[src/rtl/des_subkey_sequencer_if.sv]
// Subkey request/stream bundle between the key-schedule engine and its consumer.
//
// Handshake: the engine raises subkey_valid while it holds a round key on
// subkey/round/last. A beat transfers on every rising edge where
// subkey_valid && subkey_ready. While valid is high and ready is low, the
// engine keeps subkey, round and last stable. The consumer may raise ready
// at any time. start/decrypt/key are only looked at while busy is low.
interface des_subkey_sequencer_if;
  logic        start;
  logic        decrypt;
  logic [0:63] key;
  logic        busy;
  logic        subkey_valid;
  logic        subkey_ready;
  logic [0:47] subkey;
  logic [3:0]  round;
  logic        last;

  modport slave (
    input  start, decrypt, key, subkey_ready,
    output busy, subkey_valid, subkey, round, last
  );

  modport master (
    output start, decrypt, key, subkey_ready,
    input  busy, subkey_valid, subkey, round, last
  );
endinterface

[src/rtl/des_subkey_sequencer.sv]
// DES key-schedule engine: PC-1 on start, per-round C/D rotation, PC-2 output.
// Emits K1..K16 (encrypt) or K16..K1 (decrypt), one subkey per handshake.
// Bit vectors use DES numbering: index 0 is DES bit 1.
module des_subkey_sequencer (
  input  logic                   clk,
  input  logic                   rst,
  des_subkey_sequencer_if.slave  bus,
  output logic                   dbg_run
);

  typedef enum logic {S_IDLE, S_RUN} state_e;

  localparam int PC1 [56] = '{
    57, 49, 41, 33, 25, 17,  9,
     1, 58, 50, 42, 34, 26, 18,
    10,  2, 59, 51, 43, 35, 27,
    19, 11,  3, 60, 52, 44, 36,
    63, 55, 47, 39, 31, 23, 15,
     7, 62, 54, 46, 38, 30, 22,
    14,  6, 61, 53, 45, 37, 29,
    21, 13,  5, 28, 20, 12,  4
  };

  localparam int PC2 [48] = '{
    14, 17, 11, 24,  1,  5,
     3, 28, 15,  6, 21, 10,
    23, 19, 12,  4, 26,  8,
    16,  7, 27, 20, 13,  2,
    41, 52, 31, 37, 47, 55,
    30, 40, 51, 45, 33, 48,
    44, 49, 39, 56, 34, 53,
    46, 42, 50, 36, 29, 32
  };

  function automatic logic [0:27] rot_l(input logic [0:27] v, input logic two);
    rot_l = two ? {v[2:27], v[0:1]} : {v[1:27], v[0]};
  endfunction

  function automatic logic [0:27] rot_r(input logic [0:27] v, input logic two);
    rot_r = two ? {v[26:27], v[0:25]} : {v[27], v[0:26]};
  endfunction

  state_e      state_q, state_d;
  logic [0:27] c_q, c_d;
  logic [0:27] d_q, d_d;
  logic [3:0]  n_q, n_d;
  logic        dec_q, dec_d;

  logic [0:55] pc1_cd;
  logic [0:55] cd;
  logic [0:47] sk;
  logic [4:0]  s_idx;
  logic        shift_two;
  logic        run;
  logic        xfer;
  logic        unused_parity;

  // Parity bits of the key never enter the schedule.
  assign unused_parity = ^{bus.key[7], bus.key[15], bus.key[23], bus.key[31],
                           bus.key[39], bus.key[47], bus.key[55], bus.key[63]};

  // PC-1 of the presented key.
  always_comb begin
    pc1_cd = '0;
    for (int i = 0; i < 56; i++) pc1_cd[6'(i)] = bus.key[6'(PC1[i] - 1)];
  end

  // PC-2 of the current C||D, purely from registers.
  always_comb begin
    cd = {c_q, d_q};
    sk = '0;
    for (int i = 0; i < 48; i++) sk[6'(i)] = cd[6'(PC2[i] - 1)];
  end

  // Shift-table position for the next rotation and whether it is a 2-bit shift.
  always_comb begin
    s_idx     = dec_q ? (5'd16 - {1'b0, n_q}) : ({1'b0, n_q} + 5'd2);
    shift_two = !((s_idx == 5'd1) || (s_idx == 5'd2) ||
                  (s_idx == 5'd9) || (s_idx == 5'd16));
  end

  assign run  = (state_q == S_RUN);
  assign xfer = run && bus.subkey_ready;

  // Next-state logic: load on start, rotate on each accepted subkey.
  always_comb begin
    state_d = state_q;
    c_d     = c_q;
    d_d     = d_q;
    n_d     = n_q;
    dec_d   = dec_q;
    case (state_q)
      S_IDLE: begin
        if (bus.start) begin
          dec_d   = bus.decrypt;
          n_d     = 4'd0;
          state_d = S_RUN;
          // Decrypt starts from C16D16, which equals C0D0.
          if (bus.decrypt) begin
            c_d = pc1_cd[0:27];
            d_d = pc1_cd[28:55];
          end else begin
            c_d = rot_l(pc1_cd[0:27], 1'b0);
            d_d = rot_l(pc1_cd[28:55], 1'b0);
          end
        end
      end
      S_RUN: begin
        if (xfer) begin
          if (n_q == 4'd15) begin
            state_d = S_IDLE;
          end else begin
            n_d = n_q + 4'd1;
            if (dec_q) begin
              c_d = rot_r(c_q, shift_two);
              d_d = rot_r(d_q, shift_two);
            end else begin
              c_d = rot_l(c_q, shift_two);
              d_d = rot_l(d_q, shift_two);
            end
          end
        end
      end
      default: state_d = S_IDLE;
    endcase
  end

  // State registers with synchronous reset.
  always_ff @(posedge clk) begin
    if (rst) begin
      state_q <= S_IDLE;
      c_q     <= '0;
      d_q     <= '0;
      n_q     <= '0;
      dec_q   <= 1'b0;
    end else begin
      state_q <= state_d;
      c_q     <= c_d;
      d_q     <= d_d;
      n_q     <= n_d;
      dec_q   <= dec_d;
    end
  end

  assign bus.busy         = run;
  assign bus.subkey_valid = run;
  assign bus.subkey       = sk;
  assign bus.round        = dec_q ? (4'd15 - n_q) : n_q;
  assign bus.last         = run && (n_q == 4'd15);
  assign dbg_run          = run;

endmodule

[src/flat_wrapper.sv]
// flat-port wrapper written by rule: the top's interface ports become plain ports
module des_subkey_sequencer_flat 
  (clk, rst, dbg_run, bus_start, bus_decrypt, bus_key, bus_subkey_ready, bus_busy, bus_subkey_valid, bus_subkey, bus_round, bus_last);
  des_subkey_sequencer_if bus_i ();
  input  logic clk;
  input  logic rst;
  output logic dbg_run;
  input wire logic [$bits(bus_i.start)-1:0] bus_start;
  input wire logic [$bits(bus_i.decrypt)-1:0] bus_decrypt;
  input wire logic [$bits(bus_i.key)-1:0] bus_key;
  input wire logic [$bits(bus_i.subkey_ready)-1:0] bus_subkey_ready;
  output wire logic [$bits(bus_i.busy)-1:0] bus_busy;
  output wire logic [$bits(bus_i.subkey_valid)-1:0] bus_subkey_valid;
  output wire logic [$bits(bus_i.subkey)-1:0] bus_subkey;
  output wire logic [$bits(bus_i.round)-1:0] bus_round;
  output wire logic [$bits(bus_i.last)-1:0] bus_last;
  assign bus_i.start = bus_start;
  assign bus_i.decrypt = bus_decrypt;
  assign bus_i.key = bus_key;
  assign bus_i.subkey_ready = bus_subkey_ready;
  assign bus_busy = bus_i.busy;
  assign bus_subkey_valid = bus_i.subkey_valid;
  assign bus_subkey = bus_i.subkey;
  assign bus_round = bus_i.round;
  assign bus_last = bus_i.last;
  des_subkey_sequencer u_core (.clk(clk), .rst(rst), .bus(bus_i), .dbg_run(dbg_run));
endmodule
[config.mk]
export PLATFORM = sky130hd
export DESIGN_NAME = des_subkey_sequencer_flat
export DESIGN_NICKNAME = d
export VERILOG_FILES = /design/src/rtl/des_subkey_sequencer_if.sv /design/src/rtl/des_subkey_sequencer.sv /design/src/flat_wrapper.sv
export SDC_FILE = /design/constraint.sdc
export NUM_CORES = 1
export LEC_CHECK = 0
export ABC_CLOCK_PERIOD_IN_PS = 6900
export CORE_MARGIN = 2
export CORE_UTILIZATION = 53
export CTS_CLUSTER_SIZE = 30
export DETAILED_ROUTE_END_ITERATION = 8
export GPL_TIMING_DRIVEN = 0
export PLACE_DENSITY_LB_ADDON = 0.15
export SETUP_SLACK_MARGIN = 0.3
export SYNTH_ARGS = -nofsm -noshare
export SYNTH_HDL_FRONTEND = slang
export SYNTH_SLANG_ARGS = --single-unit
[constraint.sdc]
create_clock -name clk -period 6.9 [get_ports clk]
set_input_delay 0.69 -clock clk [delete_from_list [all_inputs] [get_ports clk]]
set_output_delay 0.69 -clock clk [all_outputs]
set_load 0.05 [all_outputs]
After elaboration in Yosys (flattened, before gate mapping)
Index checks and enable logic that the tools add are counted.
Cells by class
  reduce and logical (&&, ||, !) cells: 7
  $add $sub $neg: 4
  muxes and demuxes: 26
  bitwise logic cells: 1
  equal/unequal tests: 8
Operator list (count)
  $mux W28: 12
  $pmux W28 S2: 2
  $mux W25: 2
  $mux W4: 4
  $pmux W4 S2: 1
  $ne A2 B2 Y1 const B: 3
  $add A4 B2 Y5 const B: 1
  $eq A5 B1 Y1 const B: 1
  $eq A5 B2 Y1 const B: 1
  $eq A5 B4 Y1 const B: 1
  $eq A5 B5 Y1 const B: 1
  $mux W5: 1
  $sub A5 B4 Y5 const A: 1
  $add A4 B1 Y4 const B: 1
  $eq A4 B4 Y1 const B: 1
  $sub A4 B4 Y4 const A: 1
  $logic_or A1 B1 Y1: 3
  $mux W1: 3
  $reduce_and A3 Y1: 1
  $logic_and A1 B1 Y1: 2
  $pmux W1 S2: 1
  $reduce_and A2 Y1: 1
  $not A1 Y1: 1
Storage, ports and cells
  output and inout port bits: 56
  input port bits: 69
  logic and storage cells: 51
  register bits: 62

Longest topological paths before layout
  word-level depth: 11
  gate-level depth with buffers: 11
  depth with buffers taken out: 8

Worst setup path after synthesis
No wires, ideal clock.
  path type: reg-to-reg
  from: register u_core.n_q[2]
  to: register u_core.c_q[0] (netlist name)
  buffers on the path: 2
  setup time: 0.122 ns
  data arrival time: 2.499 ns
  clock period less this slack: 2.620 ns
  data required time: 6.778 ns
  setup slack: 4.280 ns
  stages on the path, launching flop included: 10
  cells stage by stage: dfxtp_1 > buf_2 > inv_1 > ha_1 > a21oi_1 > mux2_2 > o211ai_1 > clkbuf_1 > mux2_2 > a221o_1
Between the ends
  cells in the longest elaborated chain, start to end: 11
  elaborated cells between the ends (all ways): 19
  classes of those cells: add/sub (2); eq/ne (6); mux (7); reduce/logical (4)
RTL lines
  from (decl): line des_subkey_sequencer.sv:46  | logic [3:0] n_q, n_d;
  from (signal assigned): line des_subkey_sequencer.sv:140  | n_q <= n_d;
  $sub A5 B4 Y5 or $add A4 B2 Y5 (tied branches): line des_subkey_sequencer.sv:77  | s_idx = dec_q ? (5'd16 - {1'b0, n_q}) : ({1'b0, n_q} + 5'd2);
  $mux W5: line des_subkey_sequencer.sv:77
  $eq A5 B1 Y1 or $eq A5 B2 Y1 (tied branches): line des_subkey_sequencer.sv:78  | shift_two = !((s_idx == 5'd1) || (s_idx == 5'd2) ||
  $logic_or A1 B1 Y1 (2 in a row): line des_subkey_sequencer.sv:78
  $logic_or A1 B1 Y1: line des_subkey_sequencer.sv:79  | (s_idx == 5'd9) || (s_idx == 5'd16));
  $mux W28, on equally long branches: line des_subkey_sequencer.sv:36, des_subkey_sequencer.sv:40
  $mux W28: line des_subkey_sequencer.sv:114  | if (dec_q) begin
  $mux W28: line des_subkey_sequencer.sv:110  | if (n_q == 4'd15) begin
  $mux W28: line des_subkey_sequencer.sv:109  | if (xfer) begin
  $pmux W28 S2: line des_subkey_sequencer.sv:92  | case (state_q)
  to (signal assigned): line des_subkey_sequencer.sv:132  | c_q <= '0;
  to (signal assigned): line des_subkey_sequencer.sv:138  | c_q <= c_d;
  to (decl): line des_subkey_sequencer.sv:44  | logic [0:27] c_q, c_d;
Several ways; a longest one is shown, not always the timed one. The select of a mux whose other input is x is not followed.
A chain may end at the register's enable or synchronous reset.

Worst setup path in the final report
  from: register u_core.n_q[1]
  to: register u_core.c_q[0] (netlist name)
The elaborated chain is that of the path after synthesis.

==> results.toml <==
[critical_path]
r2r-start = "u_core.n_q[1]"
worst_path_cell_trace = "inv_1, ha_1, nor3b_2, o311ai_1, nand3b_1, o211ai_1, clkbuf_1, mux2_2, a221o_1"
critPathMaxFanout = 10
criticalPathCategory = "register to register"
worst_path_max_delay_cell = "sky130_fd_sc_hd__clkbuf_1"
critical_path_start_type = "register"
critical_path_arrival_ns = 3.32
critical_path.max_stage_delay_ns = 0.54
timing.critical_path.from = "u_core.n_q[1]"
critical_path.endpoint_type = "register"
timing.critical_path.required_ns = 7.14

[synth]
synth-async-reset-ratio = 0
synth_area_leader_cell = "sky130_fd_sc_hd__dfxtp_1"
post_synth_edffs = 0
postSynthRegisterBits = 62
synthTopCellsByArea = "sky130_fd_sc_hd__dfxtp_1 (27%), sky130_fd_sc_hd__mux2i_1 (14%), sky130_fd_sc_hd__buf_4 (9.2%)"
syn_area_um2 = 4583
synthesis_warnings = 0
synth.lib_cells_used.distinct = 42
postSynthCellCount = 510
yosysTopAreaCellShare = 0.2708
synth_area_per_inst_um2 = 8.987
synthFlopType = "sky130_fd_sc_hd__dfxtp_1"
seq_area_frac_synth = 0.2708

[floorplan]
boundaryPins = 125
die-height_um = 96.99
floorplan.die_area_um2 = 9407
die_w_um = 96.99
core_area_um2 = 8299
std_cell_rows = 33
starting_density = 0.5522

[timing]
period_share = 0.4468
grt_setup_unrepaired = "false"
drv_slew = 0
totalNegativeSetupSlack_ns = 0
finalHoldViolCount = 0
worstMarginPinSlew_ns = 0.9572
clock_skew_ns = 0.01249
maxClockFrequency_mhz = 324.4
fin_ws_ns = 3.817
finalSetupViolCount = 0
min_period_ns = 3.083
relSlewSlack = 0.3566

[global_route]
groute.usage.overall = 0.2341
grt_antenna_before_repair = 0
gr-total-overflow = 0
grt_start_max_net_pins = 12
via_count_of_the_first_global_routing_pass = 3796
wire_length_of_the_first_global_routing_pass_um = 18410

[routing]
viasPerCell = 5.654
firstDrtPassIters = 5
detail_route.drc_violations = 0
avgRoutedWirePerCell_um = 16.21
drt_iter0_markers = 167
via_count = 3958
number_of_routed_nets_with_antenna_violations = 0
wirelength_routed_um = 11350

[cts]
cts_tree = "yes"
insertion_delay_ns = 0.35
tritoncts_sinks = 62
cts-buffers-inserted = 9
path_clk_slew_ns = 0.08
ctsHoldBuffers = 0
maximum_level_of_the_cts_h_tree = 3
cts.repair_timing.setup_buffer_count = 0
ctsRootBufferMaster = "sky130_fd_sc_hd__clkbuf_8"
postCtsResizedCells = 0
clk_path_buf_depth = 2

[status]
outcome = "completed"

[placement]
gp_routability_congestion = 0.8779
post-place-ws_ns = 3.786
buffers_on_ports = 48
place.detailed.hpwl_um = 8153

[final_layout]
layout.cells.most_common = "sky130_fd_sc_hd__nand2_1"
area_growth_pct = 19.19
number_of_nets_in_the_layout = 664
drive_gt1_frac = 0.1782
layout.cells.most_common_list = "sky130_fd_sc_hd__nand2_1 (81), sky130_fd_sc_hd__mux2i_1 (64), sky130_fd_sc_hd__dfxtp_1 (62)"
num_antenna_cells = 0

[hold_path]
holdCritPathClass = "register to register"
source_of_the_worst_hold_timing_path = "u_core.d_q[12]"

[job]
max_cap_violations = 0

[power_and_ir_drop]
static-leakage-power_nw = 2.283
cellPowerDensity_nw_per_um2 = 189.0
worst_ir_drop_vdd_mv = 0.1571
stage by stage:
stage,cells,area [µm²],hold WS [ns],power [mW],util
6_report,700,5463,0.5449,1.032,0.6582
2_1_floorplan,531,4662,0.4910,0.6449,-
5_1_grt,700,5463,0.5606,1.070,0.6582
4_1_cts,700,5463,0.5424,1.034,0.6582
3_5_place_dp,684,5274,0.5236,0.7174,0.6355
3_3_place_gp,684,5274,0.5121,0.7143,0.6355
routing by layer:
metal,up-vias,part of all wire,GRT usage,wire [µm]
met1,1875,0.46,0.2966,5249
met4,0,0.0046,0.05525,52
met5,-,0,0,0
met2,122,0.48,0.4060,5473
met3,5,0.051,0.05058,575
li1,1956,-,-,-
path summary, 6_finish.rpt:
path,end,cells past startpoint,slack [ns]
hold / removal,u_core.d_q[12],1,0.54
setup reg to reg,u_core.c_q[0],9,3.82
setup / recovery,u_core.c_q[0],9,3.82
hold reg to reg,u_core.d_q[12],1,0.54
state kept, by name, summed over array words and instances (netlist names):
| name | flops |
|---|---|
| u_core.n_q | 4 |
| u_core.dec_q | 1 |
| u_core.d_q | 28 |
| u_core.c_q | 28 |
| u_core.bus.busy | 1 |
synth_stat cells, types with 2 or more instances:
cell type                  count
sky130_fd_sc_hd__and3_1        3
sky130_fd_sc_hd__dfxtp_1      62
sky130_fd_sc_hd__mux2_2       16
sky130_fd_sc_hd__xor2_1        6
sky130_fd_sc_hd__o221ai_1     14
sky130_fd_sc_hd__nor2_1       12
sky130_fd_sc_hd__nand3_1       4
sky130_fd_sc_hd__nor2b_1       5
sky130_fd_sc_hd__mux2i_1      64
sky130_fd_sc_hd__buf_4        56
sky130_fd_sc_hd__o21ai_0       4
sky130_fd_sc_hd__mux2_1       32
sky130_fd_sc_hd__mux2_4        4
sky130_fd_sc_hd__nor3_1       13
sky130_fd_sc_hd__buf_2         6
sky130_fd_sc_hd__clkbuf_1     28
sky130_fd_sc_hd__a21o_1        4
sky130_fd_sc_hd__inv_1         5
sky130_fd_sc_hd__a21oi_1      17
sky130_fd_sc_hd__nor4_2        2
sky130_fd_sc_hd__nand4b_1      3
sky130_fd_sc_hd__nand2_1      81
sky130_fd_sc_hd__buf_6         3
sky130_fd_sc_hd__ha_1          5
sky130_fd_sc_hd__xnor2_1       3
sky130_fd_sc_hd__a221o_1      41
sky130_fd_sc_hd__and2_1        2
report_power, final:
part	internal, mW	switching [mW]
combinational	0.132	0.196
clock	0.166	0.154
sequential	0.368	0.0165
kinds of logic (layout without fill, tap and decap cells):
logic type / count (synthesis) / count (layout) / share of synthesized area
and+or+nand+nor: 131 / 131 / 0.1319
AOI/OAI and AO/OA: 88 / 88 / 0.1622
DFF: 62 / 62 / 0.2708
buffers and inverters: 98 / 162 / 0.1327
other: 1 / 22 / 0.0008182
adders and majority gates: 5 / 5 / 0.01365
muxes: 116 / 116 / 0.2708
xor gates and xnor gates: 9 / 9 / 0.01720
critical path, delay by kind of cell (launching register included):
kind	cells	cell delay (ns)
AND/OR/NAND/NOR	2	0.31
buffers and inverters	2	0.66
multiplexers	1	0.42
flip-flops	1	0.52
adder cells (fa/ha/maj)	1	0.26
AO/OA/AOI/OAI	3	0.80
cell type report:
type	count	area, µm²
Multi-Input combinational cell	371	2813
Clock buffer	10	127.6
Buffer	93	589.3
Tap cell	105	131.4
Sequential cell	62	1241
Fill cell	709	2836
Timing Repair Buffer	48	480.5
Inverter	5	18.77
Clock inverter	6	61.31
Note: power is estimated with default switching activity, not from simulation.
